### config.mk
export PLATFORM = sky130hd
export DESIGN_NAME = vga_timing_gen
export DESIGN_NICKNAME = d
export VERILOG_FILES = /design/src/rtl/vga_timing_pkg.sv /design/src/rtl/vga_timing_gen_tick.sv /design/src/rtl/vga_timing_gen.sv
export SDC_FILE = /design/constraint.sdc
export NUM_CORES = 1
export LEC_CHECK = 0
export CAP_MARGIN = 0
export CORE_ASPECT_RATIO = 1.75
export CORE_MARGIN = 1
export CORE_UTILIZATION = 55
export DETAILED_ROUTE_END_ITERATION = 8
export MAX_ROUTING_LAYER = met4
export PLACE_DENSITY = 0.86
export SLEW_MARGIN = 20
export SYNTH_ARGS = -nofsm -noshare
export SYNTH_HDL_FRONTEND = slang
export SYNTH_HIERARCHICAL = 1
export SYNTH_SLANG_ARGS = --single-unit
### constraint.sdc
create_clock -name clk_in -period 8.3 [get_ports clk_in]
set_clock_uncertainty 0.2 [all_clocks]
set_input_delay 1.66 -clock clk_in [delete_from_list [all_inputs] [get_ports clk_in]]
set_output_delay 1.66 -clock clk_in [all_outputs]
set_load 0.05 [all_outputs]
### src/rtl/vga_timing_pkg.sv
// Shared constants and helpers for the VGA raster timing generator and its game-tick divider.
// Defaults describe 640x480@60 driven from a 50 MHz board clock.
package vga_timing_pkg;

   localparam int DEF_CLK_DIV  = 2;
   localparam int DEF_H_ACTIVE = 640;
   localparam int DEF_H_FP     = 16;
   localparam int DEF_H_SYNC   = 96;
   localparam int DEF_H_BP     = 48;
   localparam int DEF_V_ACTIVE = 480;
   localparam int DEF_V_FP     = 10;
   localparam int DEF_V_SYNC   = 2;
   localparam int DEF_V_BP     = 33;
   localparam int DEF_CW       = 10;
   localparam int DEF_TICK_DIV = 600000;

   // Registered per-pixel decode, always aligned with the hcount/vcount of the same cycle.
   typedef struct packed {
      logic hs;
      logic vs;
      logic active;
      logic line_start;
      logic frame_start;
   } vga_decode_t;

   function automatic int h_total(input int act, input int fp, input int sync, input int bp);
      return act + fp + sync + bp;
   endfunction

   function automatic int v_total(input int act, input int fp, input int sync, input int bp);
      return act + fp + sync + bp;
   endfunction

   function automatic int tick_period(input int tick_div, input logic [1:0] sel);
      return tick_div >> sel;
   endfunction

endpackage

### src/rtl/vga_timing_gen_tick.sv
// Game-tick divider: one-cycle tick every TICK_DIV>>speed_sel enabled clk_in cycles.
// A new speed_sel is sampled only when a tick fires, so the running period always completes.
module vga_tick_gen
   import vga_timing_pkg::*;
#(
   parameter int TICK_DIV = DEF_TICK_DIV
) (
   input  logic       clk_in,
   input  logic       reset,
   input  logic       enable_i,
   input  logic [1:0] speed_sel_i,
   output logic       tick_o
);

   localparam int            TW    = $clog2(TICK_DIV + 1);
   localparam logic [TW-1:0] P_RST = TW'(TICK_DIV);

   logic [TW-1:0] cnt_q, cnt_d;
   logic [TW-1:0] per_q, per_d;
   logic          tick_q, tick_d;

   always_comb begin
      cnt_d  = cnt_q;
      per_d  = per_q;
      tick_d = 1'b0;
      if (enable_i) begin
         if (cnt_q == per_q - TW'(1)) begin
            tick_d = 1'b1;
            cnt_d  = '0;
            per_d  = TW'(tick_period(TICK_DIV, speed_sel_i));
         end else begin
            cnt_d = cnt_q + TW'(1);
         end
      end
   end

   always_ff @(posedge clk_in or posedge reset) begin
      if (reset) begin
         cnt_q  <= '0;
         per_q  <= P_RST;
         tick_q <= 1'b0;
      end else begin
         cnt_q  <= cnt_d;
         per_q  <= per_d;
         tick_q <= tick_d;
      end
   end

   assign tick_o = tick_q;

endmodule

### src/rtl/vga_timing_gen.sv
// Parametrised VGA raster timing generator with pixel clock-enable, sync decode and frame counter.
// Define VGA_GAME_TICK_EN to compile in the speed-selectable game-tick generator (vga_tick_gen).
module vga_timing_gen
   import vga_timing_pkg::*;
#(
   parameter int   CLK_DIV  = DEF_CLK_DIV,
   parameter int   H_ACTIVE = DEF_H_ACTIVE,
   parameter int   H_FP     = DEF_H_FP,
   parameter int   H_SYNC   = DEF_H_SYNC,
   parameter int   H_BP     = DEF_H_BP,
   parameter int   V_ACTIVE = DEF_V_ACTIVE,
   parameter int   V_FP     = DEF_V_FP,
   parameter int   V_SYNC   = DEF_V_SYNC,
   parameter int   V_BP     = DEF_V_BP,
   parameter logic HS_POL   = 1'b0,
   parameter logic VS_POL   = 1'b0,
   parameter int   CW       = DEF_CW,
   parameter int   TICK_DIV = DEF_TICK_DIV
) (
   input  logic          clk_in,
   input  logic          reset,
   input  logic          enable,
   input  logic [1:0]    speed_sel,
   output logic          pix_ce,
   output logic [CW-1:0] hcount,
   output logic [CW-1:0] vcount,
   output logic          hs,
   output logic          vs,
   output logic          active,
   output logic          line_start,
   output logic          frame_start,
   output logic [15:0]   frame_cnt,
   output logic          game_tick
);

   localparam int H_TOTAL = h_total(H_ACTIVE, H_FP, H_SYNC, H_BP);
   localparam int V_TOTAL = v_total(V_ACTIVE, V_FP, V_SYNC, V_BP);
   localparam int DW      = (CLK_DIV > 1) ? $clog2(CLK_DIV) : 1;

   localparam logic [DW-1:0] DIV_LAST = DW'(CLK_DIV - 1);
   localparam logic [CW-1:0] H_LAST   = CW'(H_TOTAL - 1);
   localparam logic [CW-1:0] V_LAST   = CW'(V_TOTAL - 1);
   localparam logic [CW-1:0] H_ACT    = CW'(H_ACTIVE);
   localparam logic [CW-1:0] V_ACT    = CW'(V_ACTIVE);
   localparam logic [CW-1:0] HS_BEG   = CW'(H_ACTIVE + H_FP);
   localparam logic [CW-1:0] HS_END   = CW'(H_ACTIVE + H_FP + H_SYNC);
   localparam logic [CW-1:0] VS_BEG   = CW'(V_ACTIVE + V_FP);
   localparam logic [CW-1:0] VS_END   = CW'(V_ACTIVE + V_FP + V_SYNC);

   logic [DW-1:0] div_q, div_d;
   logic          pix_ce_q, pix_ce_d;
   logic [CW-1:0] hcount_q, hcount_d;
   logic [CW-1:0] vcount_q, vcount_d;
   vga_decode_t   dec_q, dec_d;
   logic [15:0]   frame_cnt_q, frame_cnt_d;
   logic          div_wrap, adv, h_wrap, v_wrap;

   assign div_wrap = (div_q == DIV_LAST);
   assign adv      = enable && div_wrap;
   assign h_wrap   = (hcount_q == H_LAST);
   assign v_wrap   = (vcount_q == V_LAST);

   always_comb begin
      div_d    = div_q;
      pix_ce_d = 1'b0;
      hcount_d = hcount_q;
      vcount_d = vcount_q;
      if (enable) begin
         div_d = div_wrap ? '0 : div_q + DW'(1);
      end
      if (adv) begin
         pix_ce_d = 1'b1;
         hcount_d = h_wrap ? '0 : hcount_q + CW'(1);
         if (h_wrap) begin
            vcount_d = v_wrap ? '0 : vcount_q + CW'(1);
         end
      end
   end

   // Decode from next-state counters so registered flags line up with the counters they describe.
   always_comb begin
      dec_d.hs          = (hcount_d >= HS_BEG && hcount_d < HS_END) ? HS_POL : ~HS_POL;
      dec_d.vs          = (vcount_d >= VS_BEG && vcount_d < VS_END) ? VS_POL : ~VS_POL;
      dec_d.active      = (hcount_d < H_ACT) && (vcount_d < V_ACT);
      dec_d.line_start  = adv && h_wrap;
      dec_d.frame_start = adv && h_wrap && v_wrap;
      frame_cnt_d       = frame_cnt_q + {15'd0, dec_d.frame_start};
   end

   always_ff @(posedge clk_in or posedge reset) begin
      if (reset) begin
         div_q             <= '0;
         pix_ce_q          <= 1'b0;
         hcount_q          <= H_LAST;
         vcount_q          <= V_LAST;
         dec_q.hs          <= ~HS_POL;
         dec_q.vs          <= ~VS_POL;
         dec_q.active      <= 1'b0;
         dec_q.line_start  <= 1'b0;
         dec_q.frame_start <= 1'b0;
         frame_cnt_q       <= '0;
      end else begin
         div_q       <= div_d;
         pix_ce_q    <= pix_ce_d;
         hcount_q    <= hcount_d;
         vcount_q    <= vcount_d;
         dec_q       <= dec_d;
         frame_cnt_q <= frame_cnt_d;
      end
   end

   assign pix_ce      = pix_ce_q;
   assign hcount      = hcount_q;
   assign vcount      = vcount_q;
   assign hs          = dec_q.hs;
   assign vs          = dec_q.vs;
   assign active      = dec_q.active;
   assign line_start  = dec_q.line_start;
   assign frame_start = dec_q.frame_start;
   assign frame_cnt   = frame_cnt_q;

`ifdef VGA_GAME_TICK_EN
   vga_tick_gen #(
      .TICK_DIV (TICK_DIV)
   ) u_tick (
      .clk_in      (clk_in),
      .reset       (reset),
      .enable_i    (enable),
      .speed_sel_i (speed_sel),
      .tick_o      (game_tick)
   );
`else
   logic unused_speed_sel;
   assign unused_speed_sel = ^speed_sel;
   assign game_tick        = 1'b0;
`endif

endmodule

==> Yosys cells after proc, flatten, opt, wreduce, memory -nomap -nowiden <==
Index checks and enable logic that the tools add are counted.
Widths: inputs -> output; s select.
{ "word_totals": {"reg_bits": 43, "output_inout_bits": 43, "elab_cells": 37} }
{ "classes": {"addsub": 4, "n_lt_le_gt_ge": 6, "n_eq_ne": 2, "n_mux": 9, "n_reduce_logical": 6} }
{ "ops": {"columns": ["operator", "n"], "rows": [
  ["$mux 10", 5],
  ["$add 10x1->10 const B", 2],
  ["$eq 10x10->1 const B", 2],
  ["$lt 10x10->1 const B", 2],
  ["$lt 10x9->1 const B", 2],
  ["$add 16x1->16", 1],
  ["$ge 10x10->1 const B", 1],
  ["$ge 10x9->1 const B", 1],
  ["$logic_and 1x1->1", 6],
  ["$mux 1", 4],
  ["$add 1x1->1 const B", 1]
]} }

==> Logic depth before layout (Yosys ltp) <==
{ "depth": {"depth_word": 7, "mapped_depth": 11} }

==> Least setup slack after synthesis <==
No wires, ideal clock.
{ "synth_timing": {"path_type": "input-to-reg", "from": "in enable", "to": "reg frame_cnt_q[14] (netlist: frame_cnt[14])", "arrival_time_ns": 3.315, "t_required_ns": 7.959, "setup_slack_ns": 4.644, "stages": 10, "n_path_buf": 1, "cell_sequence": "and3_2 nand4_4 buf_6 nor2_1 ha_1 ha_1 nand2_1 nor3_1 nand3_1 xnor2_1"} }
{ "synth_lines": {"columns": ["item", "line_no", "source"], "rows": [
  ["from (decl)", "vga_timing_gen.sv:22", "input logic enable,"],
  ["to (signal assigned)", "vga_timing_gen.sv:108", "frame_cnt_q <= frame_cnt_d;"],
  ["to (decl)", "vga_timing_gen.sv:55", "logic [15:0] frame_cnt_q, frame_cnt_d;"]
]} }

==> results.cfg <==
[clocking]
clock_tree.buffer_depth = 2
path_clk_slew_ns = 0.08
cts_setup_buffers = 0
ctsResizeCount = 0
hold_buffers = 0
htree_levels = 2
clk_latency_ns = 0.29
clkSinkCount = 43
cts_tree = built
numCtsBuffers = 5
root_buffer = clkbuf_8

[pwr]
power_uw = 495.5
p_leak_uw = 0.001150
power_density_mw_per_mm2 = 176.6
vdd_ir_drop_max_v = 0.0002711

[sta]
relSlewSlack = 0.6499
drv_slew = 0
fmax_mhz = 234.5
setup_tns_ns = 0
min_period_over_period = 0.5138
report.final.setup_viol = 0
rsz0062_at_grt = no
worst-slew-pin-transition_ns = 0.5212
min_period_ns = 4.264
hold_viol = 0

[yosys]
syn_area_per_cell_um2 = 10.55
synthTopCellsByCount = dfrtp_1, nand2_1, xnor2_1, nand3_1, dfstp_2
ys_ff_latch = 43
async_reset_ff_frac = 1.000
ys_warn_count = 6
synth_top_area_share = 0.3357
syn-num-nets = 229
seq_area_frac_synth = 0.4721
yosysMostFrequentCell = dfrtp_1
synth_area_mm2 = 0.002311
synthTopCellsByArea = dfrtp_1, dfstp_2, xnor2_1
synth_edf_count = 0
synthFlopType = dfrtp_1
synth.distinct_cells = 55
synth_top_area_cell = dfrtp_1
syn_inst = 219

[floorplan]
die_area_mm2 = 0.004475
die_w_um = 51
num_rows = 30
die_h_um = 87.75
start_util = 0.5863
core_area_mm2 = 0.003941
ios = 48

[layout]
largest_reg_flops = 16
antenna_cells = 0
fin_util = 0.7121
syn_to_final_growth_pct = 21.44
fin_cells = 307
nets = 269
fill_cells = 319
drive_above_1_share = 0.1274

[critical_path]
r2r_start = hcount[2]
rrSetupSlack_ns = 5.14
cp.arrival_ns = 4.25
startpoint_type = input pin
rr_endpoint = frame_cnt[14]
worstPathCellList = clkdlybuf4s50_1 -> and3_2 -> nand4_4 -> nor2_1 -> ha_1 -> ha_1 -> nand2_1 -> nor3_1 -> nand3_1 -> xnor2_1
critPathCaptureType = flip-flop
startpoint = enable
cpMaxStageDelayCell = clkdlybuf4s50_1
r2r_cells = 9
worstPathMaxFanout = 12
worst_path_most_repeated_cell = ha_1
cp.required_ns = 8.28
crit_type = in -> reg
cpPeakStageDelay_ns = 0.55

[route]
drtPass1Iterations = 5
drc = 0
wl_per_cell_um = 15.36
vias_per_cell = 5.925
antenna_left = 0
routed_wl_um = 4717
drtIter0Drc = 29
vias = 1819

[worst_hold_path]
hold_class = reg -> reg
hold-path-endpoint = frame_cnt[15]
min_path_cells = 1
worstHoldStart = frame_cnt[15]

[global_route]
grt_pass1_wl_um = 7948
overflow = 0
grt_pass1_vias = 1763
antenna_found_initial = 0
grt_util_all_layers = 0.2439
grt_max_degree = 44

[run]
maxCapViolCount = 0

[place]
port_buffers = 44
hpwl_um = 3469
routabilityCongestion = 0.7926
dp_cells = 300

[outcome]
outcome = completed
[cell families (layout without fill, tap and decap cells)]
group,Yosys count,after routing,share of synthesized area
flip-flops,43,43,0.4721
AND/OR/NAND/NOR,88,88,0.2214
multiplexers,2,2,0.01029
AO/OA/AOI/OAI,34,34,0.1148
XOR/XNOR,25,25,0.09475
other,1,1,0.001623
adder cells (fa/ha/maj),5,5,0.02707
buffers and inverters,21,61,0.05793
[power by group]
group	internal, uW	switching, uW
clock network	65.2	66.3
registers	233	20.3
logic	37.2	73.6
total	335	160
[layout by cell type, fill, tap and decap left out, types with 5 or more instances in the layout]
| cell | count |
|---|---|
| inv_1 | 8 |
| o21ai_0 | 7 |
| nand4_1 | 10 |
| xor2_1 | 9 |
| nor3_1 | 8 |
| ha_1 | 5 |
| clkdlybuf4s50_1 | 44 |
| nand2_1 | 22 |
| nand3_1 | 14 |
| clkbuf_8 | 6 |
| dfrtp_1 | 31 |
| xnor2_1 | 16 |
| dfstp_2 | 12 |
| and4_1 | 5 |
| nor2_1 | 10 |
[layer usage]
| metal | GRT usage | share of wire | vias up |
|---|---|---|---|
| li1 | - | - | 861 |
| met1 | 0.2596 | 0.38 | 894 |
| met5 | - | 0 | - |
| met4 | 0.1086 | 0.026 | 0 |
| met3 | 0.03299 | 0.038 | 11 |
| met2 | 0.4366 | 0.55 | 53 |
[worst max-delay path, delay by kind of cell]
kind          cells  cell delay, ns
xor+xnor          1            0.15
fa+ha+maj         2            0.40
buf+inv           1            0.55
simple gates      6            1.47
[how the worst max path moves through the flow]
stage / endpoint / slack (ns) / depth (start not counted)
after floorplan: frame_cnt[14] / 4.64 / 10
after global placement: frame_cnt[14] / 3.85 / 10
after detailed placement: frame_cnt[14] / 3.70 / 10
after CTS: frame_cnt[14] / 4.03 / 10
after global routing: frame_cnt[12] / 3.84 / 10
final: frame_cnt[14] / 4.04 / 10
[final cells by class]
class,count,area [um^2],share of cell area
Tap cell,48,60.06,0.02140
Inverter,9,33.78,0.01204
Multi-Input combinational cell,155,1086,0.3870
Sequential cell,43,1091,0.3888
Clock buffer,6,82.58,0.02942
Timing Repair Buffer,45,447.9,0.1596
Clock inverter,1,5.005,0.001783
[metrics by stage]
| stage | hold WS (ns) | instance area (um^2) | worst slack [ns] |
|---|---|---|---|
| after floorplan | 0.2985 | 2311 | 4.644 |
| after global placement | 0.2620 | 2719 | 3.849 |
| after detailed placement | 0.2697 | 2719 | 3.702 |
| after CTS | 0.2801 | 2806 | 4.028 |
| after global routing | 0.3209 | 2806 | 3.839 |
| final | 0.2795 | 2806 | 4.036 |
Note: power is estimated with default switching activity, not from simulation.
